`config.mk`:
```
export PLATFORM = sky130hd
export DESIGN_NAME = cache_refill_ctrl
export DESIGN_NICKNAME = d
export VERILOG_FILES = /design/src/rtl/cache_refill_ctrl_pkg.sv /design/src/rtl/cache_refill_addr_gen.sv /design/src/rtl/cache_refill_ctrl.sv
export SDC_FILE = /design/constraint.sdc
export NUM_CORES = 1
export LEC_CHECK = 0
export BUFFER_PORTS_ARGS = -buffer_cell sky130_fd_sc_hd__buf_4
export CORE_AREA = 5 5 106 108
export DETAILED_ROUTE_END_ITERATION = 10
export DIE_AREA = 0 0 111 113
export PLACE_DENSITY_LB_ADDON = 0.3
export SLEW_MARGIN = 10
export SYNTH_ARGS = -nofsm -noshare
export SYNTH_HDL_FRONTEND = slang
export SYNTH_SLANG_ARGS = --single-unit
```
`constraint.sdc`:
```
create_clock -name clk -period 3.5 [get_ports clk]
set_clock_uncertainty 0.2 [all_clocks]
set_input_delay 0.525 -clock clk [delete_from_list [all_inputs] [get_ports clk]]
set_output_delay 0.525 -clock clk [all_outputs]
set_load 0.05 [all_outputs]
```
`src/rtl/cache_refill_ctrl_pkg.sv`:
```
// Shared definitions for the cache miss-refill sequencer: FSM encoding and
// the back-end byte address builder.
package cache_refill_ctrl_pkg;

  typedef enum logic [2:0] {
    ST_IDLE,
    ST_VICTIM,
    ST_WB_RD,
    ST_WB_CAP,
    ST_WB_WR,
    ST_FILL,
    ST_COMMIT,
    ST_DONE
  } refill_state_e;

  // Computed at 64 bits so it serves any field widths; callers truncate to ADDR_W.
  function automatic logic [63:0] line_byte_addr(
    input logic [63:0] tag,
    input logic [63:0] index,
    input logic [63:0] word,
    input int unsigned index_w,
    input int unsigned word_w
  );
    return (tag << (index_w + word_w + 2)) | (index << (word_w + 2)) | (word << 2);
  endfunction

endpackage

```
`src/rtl/cache_refill_addr_gen.sv`:
```
// Word counter for the line being moved, plus back-end byte address generation
// for either the victim tag (write-back) or the missing tag (refill).
module cache_refill_addr_gen
  import cache_refill_ctrl_pkg::*;
#(
  parameter int LINE_OFF_W = 7,
  parameter int WORD_OFF_W = 3,
  parameter int TAG_W      = 20,
  parameter int ADDR_W     = TAG_W + LINE_OFF_W + WORD_OFF_W + 2
) (
  input  logic                  clk,
  input  logic                  reset,
  input  logic                  cnt_clr,
  input  logic                  cnt_inc,
  input  logic                  sel_victim,
  input  logic [TAG_W-1:0]      miss_tag,
  input  logic [TAG_W-1:0]      victim_tag,
  input  logic [LINE_OFF_W-1:0] index,
  output logic [WORD_OFF_W-1:0] cnt,
  output logic                  cnt_last,
  output logic [ADDR_W-1:0]     addr
);

  logic [WORD_OFF_W-1:0] cnt_q, cnt_d;
  logic [TAG_W-1:0]      tag_sel;

  assign cnt_last = &cnt_q;
  assign cnt      = cnt_q;

  // The counter saturates at the last word; the FSM clears it between phases.
  always_comb begin
    cnt_d = cnt_q;
    if (cnt_clr) begin
      cnt_d = '0;
    end else if (cnt_inc && !cnt_last) begin
      cnt_d = cnt_q + WORD_OFF_W'(1);
    end
  end

  always_ff @(posedge clk) begin
    if (reset) begin
      cnt_q <= '0;
    end else begin
      cnt_q <= cnt_d;
    end
  end

  assign tag_sel = sel_victim ? victim_tag : miss_tag;
  assign addr    = ADDR_W'(line_byte_addr(64'(tag_sel), 64'(index), 64'(cnt_q),
                                          LINE_OFF_W, WORD_OFF_W));

endmodule

```
`src/rtl/cache_refill_ctrl.sv`:
```
// Miss-handling sequencer: picks a victim way, writes it back when dirty,
// refills the line from the back-end, then commits the tag and updates policy.
module cache_refill_ctrl
  import cache_refill_ctrl_pkg::*;
#(
  parameter int N_WAYS     = 8,
  parameter int NWAY_W     = $clog2(N_WAYS),
  parameter int LINE_OFF_W = 7,
  parameter int WORD_OFF_W = 3,
  parameter int TAG_W      = 20,
  parameter int DATA_W     = 32,
  parameter int ADDR_W     = TAG_W + LINE_OFF_W + WORD_OFF_W + 2
) (
  input  logic                  clk,
  input  logic                  reset,
  input  logic                  miss_valid,
  input  logic [TAG_W-1:0]      miss_tag,
  input  logic [LINE_OFF_W-1:0] miss_index,
  output logic                  busy,
  output logic                  done,
  output logic [LINE_OFF_W-1:0] rp_line_addr,
  input  logic [NWAY_W-1:0]     rp_way_select_bin,
  output logic                  rp_write_en,
  output logic [N_WAYS-1:0]     rp_way_hit,
  input  logic [TAG_W-1:0]      vic_tag,
  input  logic                  vic_valid,
  input  logic                  vic_dirty,
  output logic                  dmem_en,
  output logic                  dmem_we,
  output logic [NWAY_W-1:0]     dmem_way,
  output logic [LINE_OFF_W-1:0] dmem_index,
  output logic [WORD_OFF_W-1:0] dmem_word,
  output logic [DATA_W-1:0]     dmem_wdata,
  input  logic [DATA_W-1:0]     dmem_rdata,
  output logic                  tag_we,
  output logic [NWAY_W-1:0]     tag_way,
  output logic [LINE_OFF_W-1:0] tag_index,
  output logic [TAG_W-1:0]      tag_wdata,
  output logic                  mem_valid,
  output logic [ADDR_W-1:0]     mem_addr,
  output logic [DATA_W-1:0]     mem_wdata,
  output logic [DATA_W/8-1:0]   mem_wstrb,
  input  logic [DATA_W-1:0]     mem_rdata,
  input  logic                  mem_ready
);

  refill_state_e         state_q, state_d;
  logic [TAG_W-1:0]      tag_q, tag_d;
  logic [TAG_W-1:0]      vtag_q, vtag_d;
  logic [LINE_OFF_W-1:0] index_q, index_d;
  logic [NWAY_W-1:0]     way_q, way_d;
  logic [DATA_W-1:0]     wb_buf_q, wb_buf_d;
  logic                  mem_valid_q, mem_valid_d;

  logic                  cnt_clr, cnt_inc, cnt_last;
  logic [WORD_OFF_W-1:0] cnt;
  logic                  mem_hs;

  cache_refill_addr_gen #(
    .LINE_OFF_W (LINE_OFF_W),
    .WORD_OFF_W (WORD_OFF_W),
    .TAG_W      (TAG_W),
    .ADDR_W     (ADDR_W)
  ) u_addr_gen (
    .clk        (clk),
    .reset      (reset),
    .cnt_clr    (cnt_clr),
    .cnt_inc    (cnt_inc),
    .sel_victim (state_q == ST_WB_WR),
    .miss_tag   (tag_q),
    .victim_tag (vtag_q),
    .index      (index_q),
    .cnt        (cnt),
    .cnt_last   (cnt_last),
    .addr       (mem_addr)
  );

  // mem_valid is registered, so every transfer is preceded by a low cycle,
  // which gives the mandatory gap between back-end transactions.
  assign mem_hs       = mem_valid_q && mem_ready;
  assign mem_valid    = mem_valid_q;
  assign mem_wdata    = wb_buf_q;
  assign mem_wstrb    = (state_q == ST_WB_WR) ? '1 : '0;
  assign busy         = (state_q != ST_IDLE);
  assign rp_line_addr = busy ? index_q : miss_index;
  assign dmem_way     = way_q;
  assign dmem_index   = index_q;
  assign dmem_word    = cnt;
  assign tag_way      = way_q;
  assign tag_index    = index_q;
  assign tag_wdata    = tag_q;

  always_comb begin
    state_d     = state_q;
    tag_d       = tag_q;
    vtag_d      = vtag_q;
    index_d     = index_q;
    way_d       = way_q;
    wb_buf_d    = wb_buf_q;
    mem_valid_d = 1'b0;
    cnt_clr     = 1'b0;
    cnt_inc     = 1'b0;
    dmem_en     = 1'b0;
    dmem_we     = 1'b0;
    dmem_wdata  = '0;
    tag_we      = 1'b0;
    rp_write_en = 1'b0;
    rp_way_hit  = '0;
    done        = 1'b0;
    case (state_q)
      ST_IDLE: begin
        if (miss_valid) begin
          tag_d   = miss_tag;
          index_d = miss_index;
          state_d = ST_VICTIM;
        end
      end
      ST_VICTIM: begin
        way_d   = rp_way_select_bin;
        vtag_d  = vic_tag;
        cnt_clr = 1'b1;
        state_d = (vic_valid && vic_dirty) ? ST_WB_RD : ST_FILL;
      end
      ST_WB_RD: begin
        dmem_en = 1'b1;
        state_d = ST_WB_CAP;
      end
      ST_WB_CAP: begin
        wb_buf_d = dmem_rdata;
        state_d  = ST_WB_WR;
      end
      ST_WB_WR: begin
        if (mem_hs) begin
          if (cnt_last) begin
            cnt_clr = 1'b1;
            state_d = ST_FILL;
          end else begin
            cnt_inc = 1'b1;
            state_d = ST_WB_RD;
          end
        end else begin
          mem_valid_d = 1'b1;
        end
      end
      ST_FILL: begin
        if (mem_hs) begin
          dmem_en    = 1'b1;
          dmem_we    = 1'b1;
          dmem_wdata = mem_rdata;
          if (cnt_last) begin
            state_d = ST_COMMIT;
          end else begin
            cnt_inc = 1'b1;
          end
        end else begin
          mem_valid_d = 1'b1;
        end
      end
      ST_COMMIT: begin
        tag_we      = 1'b1;
        rp_write_en = 1'b1;
        rp_way_hit  = N_WAYS'(1) << way_q;
        state_d     = ST_DONE;
      end
      ST_DONE: begin
        done    = 1'b1;
        state_d = ST_IDLE;
      end
      default: state_d = ST_IDLE;
    endcase
  end

  always_ff @(posedge clk) begin
    if (reset) begin
      state_q     <= ST_IDLE;
      tag_q       <= '0;
      vtag_q      <= '0;
      index_q     <= '0;
      way_q       <= '0;
      wb_buf_q    <= '0;
      mem_valid_q <= 1'b0;
    end else begin
      state_q     <= state_d;
      tag_q       <= tag_d;
      vtag_q      <= vtag_d;
      index_q     <= index_d;
      way_q       <= way_d;
      wb_buf_q    <= wb_buf_d;
      mem_valid_q <= mem_valid_d;
    end
  end

endmodule

```
Yosys cells after proc, flatten, opt, wreduce, memory -nomap -nowiden
Cells that the tools add are included.

word-level totals
  register bits after elaboration = 89
  bits of input ports = 120
  output and inout bits = 165
  logic and storage cells = 61

operators by class
  add/sub/neg operators = 1
  equal/unequal tests = 11
  shift operators = 1
  muxes and demuxes = 25
  bitwise operators = 3
  reduce and logical (&&, ||, !) cells = 12

operator list
  operator                                                                 number
  32-bit two-way mux                                                       2
  32-bit by 12-bit OR with 32-bit output                                   1
  32-bit by 5-bit OR with 32-bit output                                    1
  3-bit case mux with 8 select lines                                       1
  20-bit two-way mux                                                       1
  3-bit two-way mux                                                        6
  3-bit equality test, second input constant                               4
  1-bit two-way mux                                                        10
  8-bit two-way mux                                                        1
  1-bit by 3-bit << shifter with 8-bit output, first input constant        1
  7-bit two-way mux                                                        1
  3-bit by 2-bit equality test with 1-bit output, second input constant    2
  2-bit inequality test, second input constant                             3
  2-bit OR reduction                                                       3
  4-bit two-way mux                                                        1
  1-bit case mux with 2 select lines                                       2
  4-bit AND reduction                                                      1
  3-bit by 1-bit adder with 3-bit output, second input constant            1
  3-bit by 1-bit equality test with 1-bit output, second input constant    1
  1-bit logical AND                                                        3
  3-bit zero test                                                          1
  3-bit AND reduction                                                      1
  3-bit nonzero test                                                       1
  2-bit by 1-bit inequality test with 1-bit output, second input constant  1
  other kinds (3)                                                          3

Depth between registers and ports, before layout
  word-level depth = 5
  mapped depth = 6
  mapped depth without buffers = 5

Modules after synthesis
From an unflattened synthesis, not the netlist that was laid out.

second synthesis, totals
  cells, all modules = 534
  area, all modules = 4240.3 um^2

modules (own cells, without submodules)
  module                 instances  cells each  area each (um^2)  sequential area each (um^2)
  cache_refill_ctrl      1          487         3756.1            1721.7
  cache_refill_addr_gen  1          47          484.2             60.1

Worst setup path before layout
Ideal clock, no wire load.

  path kind = register to output
  start = reg state_q[0]
  end = out rp_way_hit[4]
  arrival = 2302 ps
  data required time = 2775 ps
  setup slack = 473 ps
  stages on the path, launching flop included = 5
  path buffers = 1
  path through = dfxtp_1 > buf_4 > and3b_1 > nand2_1 > nor3_1

on the way
  longest elaborated chain between the ends = 2

RTL lines
  what                    line                      RTL
  from (decl)             cache_refill_ctrl.sv:47   refill_state_e state_q, state_d;
  from (signal assigned)  cache_refill_ctrl.sv:183  state_q <= state_d;
  3-bit equality test     cache_refill_ctrl.sv:110  case (state_q)
  8-bit two-way mux       cache_refill_ctrl.sv:110
  to (decl)               cache_refill_ctrl.sv:24   output logic [N_WAYS-1:0] rp_way_hit,

No other way between the ends.

Worst setup path in the final report
  start = reg state_q[2]
  end = out dmem_wdata[17]

on the way
  longest elaborated chain between the ends = 2

RTL lines
  what                 line                      RTL
  3-bit equality test  cache_refill_ctrl.sv:110
  32-bit two-way mux   cache_refill_ctrl.sv:110
  to (decl)            cache_refill_ctrl.sv:33   output logic [DATA_W-1:0] dmem_wdata,

No other way between the ends.

==> metrics.cfg <==
[synth]
synth-main-ff-cell = dfxtp_1
yosysTopAreaCell = dfxtp_1
ys_seq_area_share_pct = 42.2
synth_cells = 531
yosysMostFrequentCell = nand2_1
synth_edf_count = 0
synth_top_area_share_pct = 42.2
synthTopCellsByArea = dfxtp_1 42%, nand2_1 15%, a21oi_1 10%
syn_avg_cell_area_sq_um = 7.95
synth-async-reset-ratio_pct = 0
ys_top_cells_by_count = 166 x nand2_1, 89 x dfxtp_1, 88 x a21oi_1, 34 x and3_1, 29 x buf_4
synth_seq_cells = 89
yosysUniqueCellTypes = 37
synth.cell_area_sq_um = 4220
synth_warnings = 0

[placement]
place_ws_ps = 894
post-dp-hpwl_mm = 11.4
numPortBuffers = 282
gp_congestion = 0.861

[sta]
fin_tns_setup_ps = 0
min_period_ps = 2940
hold_viol_final = 0
rsz0062_at_grt = no
maxSlewViolCount = 0
setup_viol = 0
setup_ws_ps = 565
finalCritPeriodShare_pct = 83.9
worst_pin_slew_ps = 1140
hold_ws_ps = 211
max_freq_mhz = 341
max_slew_margin_pct = 24.2

[clocking]
clk_path_buf_depth = 2
ctsResizeCount = 0
hold_buffers = 0
clockRootBuffer = clkbuf_8
cts_tree = built
path_clk_slew_ps = 100
post_cts_buffers = 0
cts-buffers-inserted = 9
cts_max_level = 3
clock-sinks = 89
clk_latency_ps = 340

[setup_path]
worstSetupStartpointType = register
worstSetupEndpointType = primary output
cp_top_family = simple AND/OR/NAND/NOR gates
worstPathArrival_ps = 2210
worstSetupPathType = reg -> out
crit_chain = and4b_1 > and3_1 > buf_4
cp_num_buf_inv = 1
cp.required_ps = 2770
cp_slowest_cell = and4b_1
crit_fanout = 34
max_stage_delay_ps = 840

[global_route]
grtUsageMet3_pct = 6.74
gr-usage-met2_pct = 43.6
grt_use_total_pct = 22.3
busiest_layer = met2
grt_pass1_wl_mm = 22.6
grt_antenna_before_repair = 0
grt_use_met1_pct = 22.7
grt_max_degree = 90
grt_pass1_vias = 4473
overflow = 0

[pwr]
p_switching_mw = 1.06
ir_drop_mv = 0.201
intPower_mw = 1.75
clkPwrFrac_pct = 24.8
power_mw = 2.81
p_leak_nw = 3.05
switching_share_pct = 37.7
p_per_area_nw_per_um2 = 443
pwr-share-seq_pct = 40.6
pwr-share-comb_pct = 34.6

[run]
cap_violations = 0

[drt]
num_vias = 4485
routedWlPerCell_um = 16.3
drt_wl_total_mm = 14.7
drc = 0
firstDrtPassIters = 8
drtIter0Drc = 298
ant_nets = 0
via_per_inst = 4.96

[die]
dieHeight_um = 113
start_util_pct = 41.7
num_rows = 37
dieArea_sq_um = 12500
ios = 285
core_area_sq_um = 10100
die_w_um = 111

[cells_and_area]
area_delta_synth_final_pct = 50.3
num_antenna_cells = 0
drive_above_1_share_pct = 43.8
nFillCells = 906
fin_nets = 887

[run_status]
status = finished, final reports clean

[hold_path]
min_path_type = in -> reg

==> registers in the layout, indices dropped and copies added (netlist names) <==
name / count
mem_valid: 1
tag_wdata: 20
mem_wdata: 32
dmem_way: 3
u_addr_gen.cnt: 3
dmem_index: 7
vtag_q: 20
state_q: 3
==> path summary, 6_finish.rpt <==
path / from / end / slack [ps] / cells past startpoint
max: state_q[2] / dmem_wdata[17] / 560 / 3
min: dmem_rdata[12] / mem_wdata[12] / 210 / 3
max reg2reg: state_q[0] / mem_wdata[1] / 880 / 4
min reg2reg: mem_wdata[30] / mem_wdata[30] / 260 / 2
==> worst register-to-register path: stages (launching register included) <==
cell,delay [ps]
dfxtp_1,670
buf_4,390
and3b_1,970
nand2_1,150
a21oi_1,180
==> power groups by stage <==
stage | clock, mW | combinational, mW | sequential, mW
2_1_floorplan | 0 | 0.580 | 1.26
3_3_place_gp | 0 | 0.969 | 1.16
3_5_place_dp | 0 | 0.981 | 1.16
4_1_cts | 0.717 | 0.982 | 1.14
5_1_grt | 0.774 | 1.03 | 1.15
6_report | 0.696 | 0.973 | 1.14
==> layout by cell type (no fill, tap or decap), types with 3 or more instances in the layout <==
cell type,Yosys,routed
mux2_2,27,27
nor2_1,8,8
ha_1,3,3
inv_1,4,4
and3_1,34,34
a21oi_1,88,88
clkbuf_8,0,9
nor3_1,3,3
dfxtp_1,89,89
o21ai_0,6,6
nand2b_1,5,5
buf_4,29,289
nand2_1,166,166
==> metrics by stage <==
stage / instances / utilization [%] / area (sq um)
2_1_floorplan: 532 / - / 4230
3_3_place_gp: 889 / 60.7 / 6150
3_5_place_dp: 889 / 60.7 / 6150
4_1_cts: 905 / 62.6 / 6350
5_1_grt: 905 / 62.6 / 6350
6_report: 905 / 62.6 / 6350
==> logic make-up (layout without fill, tap and decap cells) <==
logic type	after synthesis	count (layout)	share of synthesized area [%]
AOI/OAI and AO/OA	104	104	13.2
adders and majority gates	3	3	0.889
buffers and inverters	72	309	10.5
DFF	89	89	42.2
muxes	27	27	7.20
other	1	2	0.0888
and+or+nand+nor	235	235	25.9
==> area by class of cell <==
| class | instances | area, sq um | area share (%) |
|---|---|---|---|
| Clock buffer | 11 | 131 | 2.07 |
| Sequential cell | 89 | 1780 | 28.1 |
| Clock inverter | 5 | 63.8 | 1.01 |
| Tap cell | 136 | 170 | 2.68 |
| Inverter | 4 | 15.0 | 0.237 |
| Multi-Input combinational cell | 371 | 2020 | 31.8 |
| Timing Repair Buffer | 289 | 2170 | 34.2 |
==> routing by layer <==
metal  share of wire [%]  vias up
met2                  54      201
met1                  37     2056
met3                 7.9       18
met5                   0        -
met4                 1.5        0
li1                    -     2210
Note: power is estimated with default switching activity, not from simulation.
